<file path="src/rtl/frame_ack_tx.sv">
// frame_ack_tx
//   UART (8N1) status transmitter for the host return path. Each frame_done
//   pulse queues a packet {SYNC_BYTE, {5'b0, count[10:8]}, count[7:0]}.
//   The packet carries the point count of the frame that just finished.
//   A one-deep pending slot absorbs a request that arrives while a packet
//   is in flight.
//
//   Build option: define FRAME_ACK_CHECKSUM_EN to append a 4th byte. That
//   byte is the XOR of the three preceding bytes.
//
// Ports:
//   clk         system clock
//   reset       asynchronous, active-high reset
//   frame_done  single-cycle pulse: a frame has been fully drawn
//   num_points  point count of that frame, valid with frame_done
//   tx          UART serial out, idle high
//   busy        high while a packet is being shifted out
//   overrun     sticky: a request arrived while another was still pending
module frame_ack_tx #(
    parameter int          CLKS_PER_BIT = 104,
    parameter logic [7:0]  SYNC_BYTE    = 8'hA5
) (
    input  logic        clk,
    input  logic        reset,
    input  logic        frame_done,
    input  logic [10:0] num_points,
    output logic        tx,
    output logic        busy,
    output logic        overrun
);

    localparam int CW = $clog2(CLKS_PER_BIT);

`ifdef FRAME_ACK_CHECKSUM_EN
    localparam logic [1:0] LAST_BYTE = 2'd3;
`else
    localparam logic [1:0] LAST_BYTE = 2'd2;
`endif

    typedef enum logic [1:0] {IDLE, START, DATA, STOP} state_t;

    state_t      state, state_n;
    logic [CW-1:0] clk_cnt, clk_cnt_n;
    logic [2:0]  bit_idx, bit_idx_n;
    logic [1:0]  byte_idx, byte_idx_n;
    logic [10:0] shadow, shadow_n;
    logic [10:0] pend_cnt, pend_cnt_n;
    logic        pending, pending_n;
    logic        overrun_n;
    logic        tx_n, busy_n;
    logic        bit_end, consume;
    logic [7:0]  cur_byte;

    function automatic logic [7:0] pkt_byte(input logic [1:0] idx, input logic [10:0] cnt);
        logic [7:0] b;
        case (idx)
            2'd0:    b = SYNC_BYTE;
            2'd1:    b = {5'b0, cnt[10:8]};
`ifdef FRAME_ACK_CHECKSUM_EN
            2'd3:    b = SYNC_BYTE ^ {5'b0, cnt[10:8]} ^ cnt[7:0];
`endif
            default: b = cnt[7:0];
        endcase
        return b;
    endfunction

    always_comb begin
        state_n    = state;
        clk_cnt_n  = clk_cnt;
        bit_idx_n  = bit_idx;
        byte_idx_n = byte_idx;

        bit_end = (clk_cnt == CW'(CLKS_PER_BIT - 1));
        // Every request passes through the pending slot, so an IDLE request
        // starts one edge after it is sampled.
        consume = (state == IDLE) && pending;

        case (state)
            IDLE: begin
                if (pending) begin
                    state_n    = START;
                    clk_cnt_n  = '0;
                    bit_idx_n  = '0;
                    byte_idx_n = '0;
                end
            end
            START: begin
                if (bit_end) begin
                    state_n   = DATA;
                    clk_cnt_n = '0;
                    bit_idx_n = '0;
                end else begin
                    clk_cnt_n = clk_cnt + CW'(1);
                end
            end
            DATA: begin
                if (bit_end) begin
                    clk_cnt_n = '0;
                    if (bit_idx == 3'd7) state_n = STOP;
                    else                 bit_idx_n = bit_idx + 3'd1;
                end else begin
                    clk_cnt_n = clk_cnt + CW'(1);
                end
            end
            STOP: begin
                if (bit_end) begin
                    clk_cnt_n = '0;
                    if (byte_idx == LAST_BYTE) begin
                        state_n    = IDLE;
                        byte_idx_n = '0;
                    end else begin
                        state_n    = START;
                        byte_idx_n = byte_idx + 2'd1;
                    end
                end else begin
                    clk_cnt_n = clk_cnt + CW'(1);
                end
            end
            default: state_n = IDLE;
        endcase

        shadow_n   = consume ? pend_cnt : shadow;
        pend_cnt_n = frame_done ? num_points : pend_cnt;
        pending_n  = frame_done ? 1'b1 : (consume ? 1'b0 : pending);
        // The consume cycle hands the old request to the shifter, so a new
        // pulse there simply refills the slot.
        overrun_n  = overrun | (frame_done & pending & ~consume);

        // tx and busy are registered from next-state values to keep the pin
        // glitch-free while still reacting on the same edge as the FSM.
        cur_byte = pkt_byte(byte_idx_n, shadow_n);
        case (state_n)
            START:   tx_n = 1'b0;
            DATA:    tx_n = cur_byte[bit_idx_n];
            default: tx_n = 1'b1;
        endcase
        busy_n = (state_n != IDLE);
    end

    always_ff @(posedge clk or posedge reset) begin
        if (reset) begin
            state    <= IDLE;
            clk_cnt  <= '0;
            bit_idx  <= '0;
            byte_idx <= '0;
            shadow   <= '0;
            pend_cnt <= '0;
            pending  <= 1'b0;
            overrun  <= 1'b0;
            tx       <= 1'b1;
            busy     <= 1'b0;
        end else begin
            state    <= state_n;
            clk_cnt  <= clk_cnt_n;
            bit_idx  <= bit_idx_n;
            byte_idx <= byte_idx_n;
            shadow   <= shadow_n;
            pend_cnt <= pend_cnt_n;
            pending  <= pending_n;
            overrun  <= overrun_n;
            tx       <= tx_n;
            busy     <= busy_n;
        end
    end

endmodule

</file>
<file path="config.mk">
export PLATFORM = sky130hd
export DESIGN_NAME = frame_ack_tx
export DESIGN_NICKNAME = d
export VERILOG_FILES = /design/src/rtl/frame_ack_tx.sv
export SDC_FILE = /design/constraint.sdc
export NUM_CORES = 1
export LEC_CHECK = 0
export CORE_ASPECT_RATIO = 0.9
export CORE_MARGIN = 1.5
export CORE_UTILIZATION = 57
export DETAILED_ROUTE_END_ITERATION = 10
export GPL_TIMING_DRIVEN = 0
export HOLD_SLACK_MARGIN = 0.03
export PLACE_DENSITY = 0.9
export SYNTH_ARGS = -nofsm -noshare
export SYNTH_HDL_FRONTEND = slang
export SYNTH_SLANG_ARGS = --single-unit
</file>
<file path="constraint.sdc">
create_clock -name clk -period 2.75 [get_ports clk]
set_input_delay 0.275 -clock clk [delete_from_list [all_inputs] [get_ports clk]]
set_output_delay 0.275 -clock clk [all_outputs]
set_load 0.05 [all_outputs]
</file>
=== After elaboration in Yosys (flattened, before gate mapping) ===
Index checks and enable logic that the tools add are counted.

* Register bits after elaboration: 40
* Output and inout port bits: 3
* Word-level logic and storage cells: 60

* $add $sub $neg: 3
* Order comparisons: 1
* Eq/ne operators: 10
* Mux-type cells: 26
* Bitwise logic cells: 4
* Reductions and logical operators: 6

{| class="wikitable"
|+ Operator list
! kind !! number
|-
| $mux 2 || 8
|-
| $pmux 8 s2 || 1
|-
| $mux 7 || 2
|-
| $pmux 7 s2 || 1
|-
| $mux 3 || 4
|-
| $mux 11 || 1
|-
| $pmux 3 s3 || 1
|-
| $eq 2x2->1 const B || 4
|-
| $pmux 2 s4 || 1
|-
| $add 7x1->7 const B || 1
|-
| $eq 7x7->1 const B || 1
|-
| $eq 2x1->1 const B || 3
|-
| $logic_not 2->1 || 2
|-
| $lt 3x4->1 const B || 1
|-
| $mux 1 || 4
|-
| $pmux 2 s2 || 1
|-
| $reduce_bool 2->1 || 2
|-
| $add 3x1->3 const B || 1
|-
| $bmux 1 s3 || 1
|-
| $eq 3x3->1 const B || 1
|-
| $reduce_or 3->1 || 1
|-
| $add 2x1->2 const B || 1
|-
| $and 1x1->1 || 2
|-
| $ne 2x2->1 const B || 1
|-
| other kinds (4) || 4
|}

=== Longest topological paths before layout ===
Gate-level depths: netlist of the first run.

* Depth after elaboration: 9
* Depth in mapped cells: 12

=== Least setup slack after synthesis of the first run ===
OpenSTA, ideal clock, no wires.

* Kind: register -> register
* From: reg state[1]
* To: reg tx
* Arrival: 2212 ps
* Setup slack: 480 ps
* Stages on the path, launching flop included: 11
* Path buffers: 2
* Cell sequence: dfrtp_1 -> inv_1 -> ha_1 -> clkbuf_1 -> nor2b_1 -> clkbuf_1 -> o21ai_0 -> and3_1 -> or4_1 -> nand4b_1 -> o22a_2

* Word-level cells in the longest chain between the ends: 7
* Elaborated cells between the ends (all ways): 22
* Those cells by class: eq/ne (6); mux (13); reduce/logical (3)

{| class="wikitable"
|+ Ends and longest elaborated chain
! item !! RTL line !! RTL
|-
| start: declaration || 42 || <nowiki>state_t state, state_n;</nowiki>
|-
| start signal: assignment || 153 || <nowiki>state <= state_n;</nowiki>
|-
| $eq 2x2->1 or $logic_not 2->1 (tied branches) || 78, 76 ||
|-
| $pmux 2 s2 or $logic_and 1x1->1 (tied branches) || 78, 76 ||
|-
| $eq 2x1->1 (tied with other cells) || 56 || <nowiki>case (idx)</nowiki>
|-
| $pmux 8 s2 || 56 ||
|-
| $bmux 1 s3 || 134 || <nowiki>DATA: tx_n = cur_byte[bit_idx_n];</nowiki>
|-
| $mux 1 (not written as such) || 134 ||
|-
| $pmux 1 s2 * || 132 || <nowiki>case (state_n)</nowiki>
|-
| named net tx_n || 50 || <nowiki>logic tx_n, busy_n;</nowiki>
|-
| end signal: assignment || 161 || <nowiki>tx <= tx_n;</nowiki>
|-
| end: declaration || 27 || <nowiki>output logic tx,</nowiki>
|}

The timed path passes the listed nets; every way through them passes the cells marked *. The select of a mux whose other input is x is not followed.
A chain may end at the register's enable or synchronous reset.

=== Final worst setup path of the first run ===
* From: reg clk_cnt[0]
* To: reg tx

* Elaborated cells between the ends (all ways): 18
* Those cells by class: eq/ne (4); mux (13); reduce/logical (1)

{| class="wikitable"
|+ RTL lines
! item !! RTL line !! RTL
|-
| start: declaration || 43 || <nowiki>logic [CW-1:0] clk_cnt, clk_cnt_n;</nowiki>
|-
| start signal: assignment || 154 || <nowiki>clk_cnt <= clk_cnt_n;</nowiki>
|-
| $eq 7x7->1 * || 73 || <nowiki>bit_end = (clk_cnt == CW'(CLKS_PER_BIT - 1));</nowiki>
|-
| $mux 3, on equally long branches || 97, 88 ||
|-
| $pmux 3 s3 * || 78 || <nowiki>case (state)</nowiki>
|-
| named net bit_idx_n[1] || 44 || <nowiki>logic [2:0] bit_idx, bit_idx_n;</nowiki>
|-
| $bmux 1 s3 * || 134 ||
|-
| $mux 1 (not written as such) * || 134 ||
|-
| $pmux 1 s2 * || 132 ||
|-
| named net tx_n || 50 ||
|}

Marks and branches as above.

==> results of run 1 <==
==> registers in the layout (all words and copies together), names as in the netlist <==
signal,count
pend_cnt,11
shadow,11
clk_cnt,7
bit_idx,3
byte_idx,2
state,2
busy,1
overrun,1
pending,1
tx,1
==> worst max path at each step <==
stage | to | slack, ns | depth (start not counted) | from
floorplan | tx | 0.48 | 10 | state[1]
global placement | tx | 0.14 | 10 | state[1]
detailed placement | tx | 0.12 | 12 | state[1]
CTS | tx | 0.05 | 12 | state[1]
global route | tx | 0.07 | 9 | clk_cnt[0]
finish | tx | 0.26 | 9 | clk_cnt[0]
==> critical path, stage by stage, from the launching register on <==
cell      delay, ns
dfrtp_1        0.41
ha_1           0.28
and2_1         0.18
clkbuf_1       0.17
and3_2         0.23
a22oi_1        0.30
nor2_1         0.11
or4_1          0.51
nand4b_1       0.12
o22a_2         0.13
==> through the flow <==
stage | hold WS (ns) | power [W] | util (%) | instances
global placement | 0.453 | 0.00163 | 66.6 | 246
floorplan | 0.427 | 0.00147 | - | 186
detailed placement | 0.481 | 0.00167 | 66.6 | 246
CTS | 0.485 | 0.00209 | 69.4 | 253
global route | 0.502 | 0.00224 | 69.4 | 252
finish | 0.451 | 0.00209 | 69.4 | 252
==> final cells by class <==
cell class	instances	share of cell area, %
Clock buffer	7	4.08
Inverter	12	2.12
Tap cell	44	2.33
Buffer	6	1.38
Sequential cell	40	42.4
Multi-Input combinational cell	127	40.9
Timing Repair Buffer	16	6.78
==> logic make-up after synthesis <==
group	Yosys count
flip-flops	40
AO/OA/AOI/OAI	48
XOR/XNOR	1
AND/OR/NAND/NOR	48
adder cells (fa/ha/maj)	7
buffers and inverters	19
multiplexers	23
==> per-layer routing <==
layer	up-vias	wire length (um)	GRT usage (%)
met5	-	0	0
li1	727	-	-
met3	9	206	6.40
met2	50	1840	36.4
met4	0	85	9.33
met1	745	1750	30.1
==> placed cells by master, fill, tap and decap left out, types with 3 or more instances in the layout <==
cell type	count
nor2_1	4
and3_2	3
inv_1	10
nand4_1	4
o31ai_1	3
ha_1	6
dfrtp_1	39
clkdlybuf4s50_1	16
mux2_2	21
nand2b_1	4
clkbuf_8	7
nand2_1	13
nor3_1	3
a31oi_1	3
o21ai_0	14
a21oi_1	8
nand3_1	3
==> power by group through the flow <==
stage          Clock [W]  Sequential, W  Combinational (W)
3_5_place_dp           0       0.000846           0.000820
4_1_cts         0.000426       0.000834           0.000827
6_report        0.000417       0.000835           0.000838
3_3_place_gp           0       0.000835           0.000792
5_1_grt         0.000446       0.000853           0.000940
2_1_floorplan          0       0.000867           0.000598
==> timing repair <==
action	in CTS	in global routing
setup endpoints to repair	0	1
hold endpoints to repair	0	0
hold buffers	0	0
buffers inserted	0	0
resized for setup	0	4
==> flow_summary.json, run 1 <==
{
  "status": "finished clean",
  "finish.instance_area_um2": 2360,
  "dieHeight_um": 59.9,
  "hold_path.class": "primary input to asynchronous set/reset pin",
  "clk_pin_slew_ns": 0.07,
  "tns_ns": 0,
  "gr-total-overflow": 0,
  "setup_ws_ns": 0.262,
  "grt_pass1_wl_um": 6740,
  "synth.area.top_cells": "dfrtp_1 48%, mux2_2 12%, ha_1 4.3%, o21ai_0 3.4%, nand2_1 2.4%",
  "clk_latency_ns": 0.29,
  "pwr_density_cell_nw_per_um2": 884,
  "fmax_mhz": 402,
  "globalRouteTotalUtil_pct": 23.0,
  "period_share_pct": 90.5,
  "synthMuxAreaShare_pct": 12.5,
  "synth_top_area_share_pct": 47.6,
  "crit_fanout": 8,
  "p_int_w": 0.00135,
  "drive_gt1_share_pct": 21.2,
  "cts_tree": "built",
  "area_delta_synth_final_pct": 15.3,
  "yosys.area.top_type": "dfrtp_1",
  "multiInputGateArea_um2": 967,
  "die-area_um2": 3970,
  "yosys.area_share.simple_pct": 13.4,
  "synth_compound_area_share_pct": 16.4,
  "dp_hpwl_um": 2800,
  "ir_drop_mv": 0.478,
  "cts.sinks": 40,
  "n_fill_cell": 264,
  "clock_path_buffers": 2,
  "antenna_left": 0,
  "die_x_um": 66.2,
  "timing.rr.start": "clk_cnt[0]",
  "io_buffers": 16,
  "leakage_nw": 0.986,
  "rsz0062_at_grt": "false",
  "ys.warnings.count": 0,
  "hold_viol_final": 0,
  "cts-htree-levels": 2,
  "synthCells": 186,
  "nNetsFinal": 229,
  "max_slew_margin_pct": 46.7,
  "fin_skew_ns": 0.00373,
  "p_sw_share_pct": 35.4,
  "yosys-top-cells-count": "39 x dfrtp_1, 21 x mux2_2, 14 x o21ai_0",
  "grt_max_degree": 41,
  "synth_edf_count": 0,
  "via_per_inst": 6.08,
  "synth-xor-area-share_pct": 0.427,
  "yosysMostFrequentCell": "dfrtp_1",
  "diodes": 0,
  "grt_pass1_vias": 1494,
  "power_frac_clock_pct": 19.9,
  "power_frac_seq_pct": 40.0,
  "syn_avg_cell_area_um2": 11.0,
  "core_area_um2": 3400,
  "post_synth_num_cell_types": 49,
  "setup_violations": 0,
  "pwr-share-comb_pct": 40.1,
  "dr.pass1.iters": 4,
  "critPathLaunchType": "flop",
  "cap_violations": 0,
  "synth_top_family_by_area": "compound AO/OA/AOI/OAI gates",
  "cp.required_ns": 2.99,
  "dp_slack_ns": 0.115,
  "synthAdderAreaFrac_pct": 4.27,
  "reg2reg_to": "tx",
  "drtIter0Drc": 95,
  "rows": 20,
  "tightest_slew_ns": 0.799,
  "endpoint_kind": "flop",
  "p_sw_w": 0.000740,
  "routabilityCongestion": 0.825,
  "r2r_slack_ns": 0.26,
  "yosys_most_used_dff": "dfrtp_1",
  "arrival_ns": 2.73,
  "io_pins": 17,
  "synth-seq-cells": 40,
  "crit_type": "flop to flop",
  "wire_per_inst_um": 15.4,
  "antenna_found_initial": 0,
  "min_period_ns": 2.49,
  "cts_buffers": 5,
  "syn-cell-area_um2": 2050,
  "synth_nets": 207,
  "register_area_um2": 1000,
  "initial_utilization_pct": 60.3,
  "wl_um": 3890,
  "yosysSeqAreaShare_pct": 48.9,
  "drv_slew": 0,
  "ff2ff_path_depth": 9,
  "place_area_um2": 2270,
  "async_flop_share_pct": 100,
  "num_vias": 1531,
  "drc": 0,
  "cts_root_buf": "clkbuf_8"
}
Power figures use the tool's default switching activity.
==> run 2, diff against run 1 <==
SKIP_CTS_REPAIR_TIMING = 1   (was default)
==> results of run 2 <==
Final layout, timing and power as in run 1 (identical DEF).
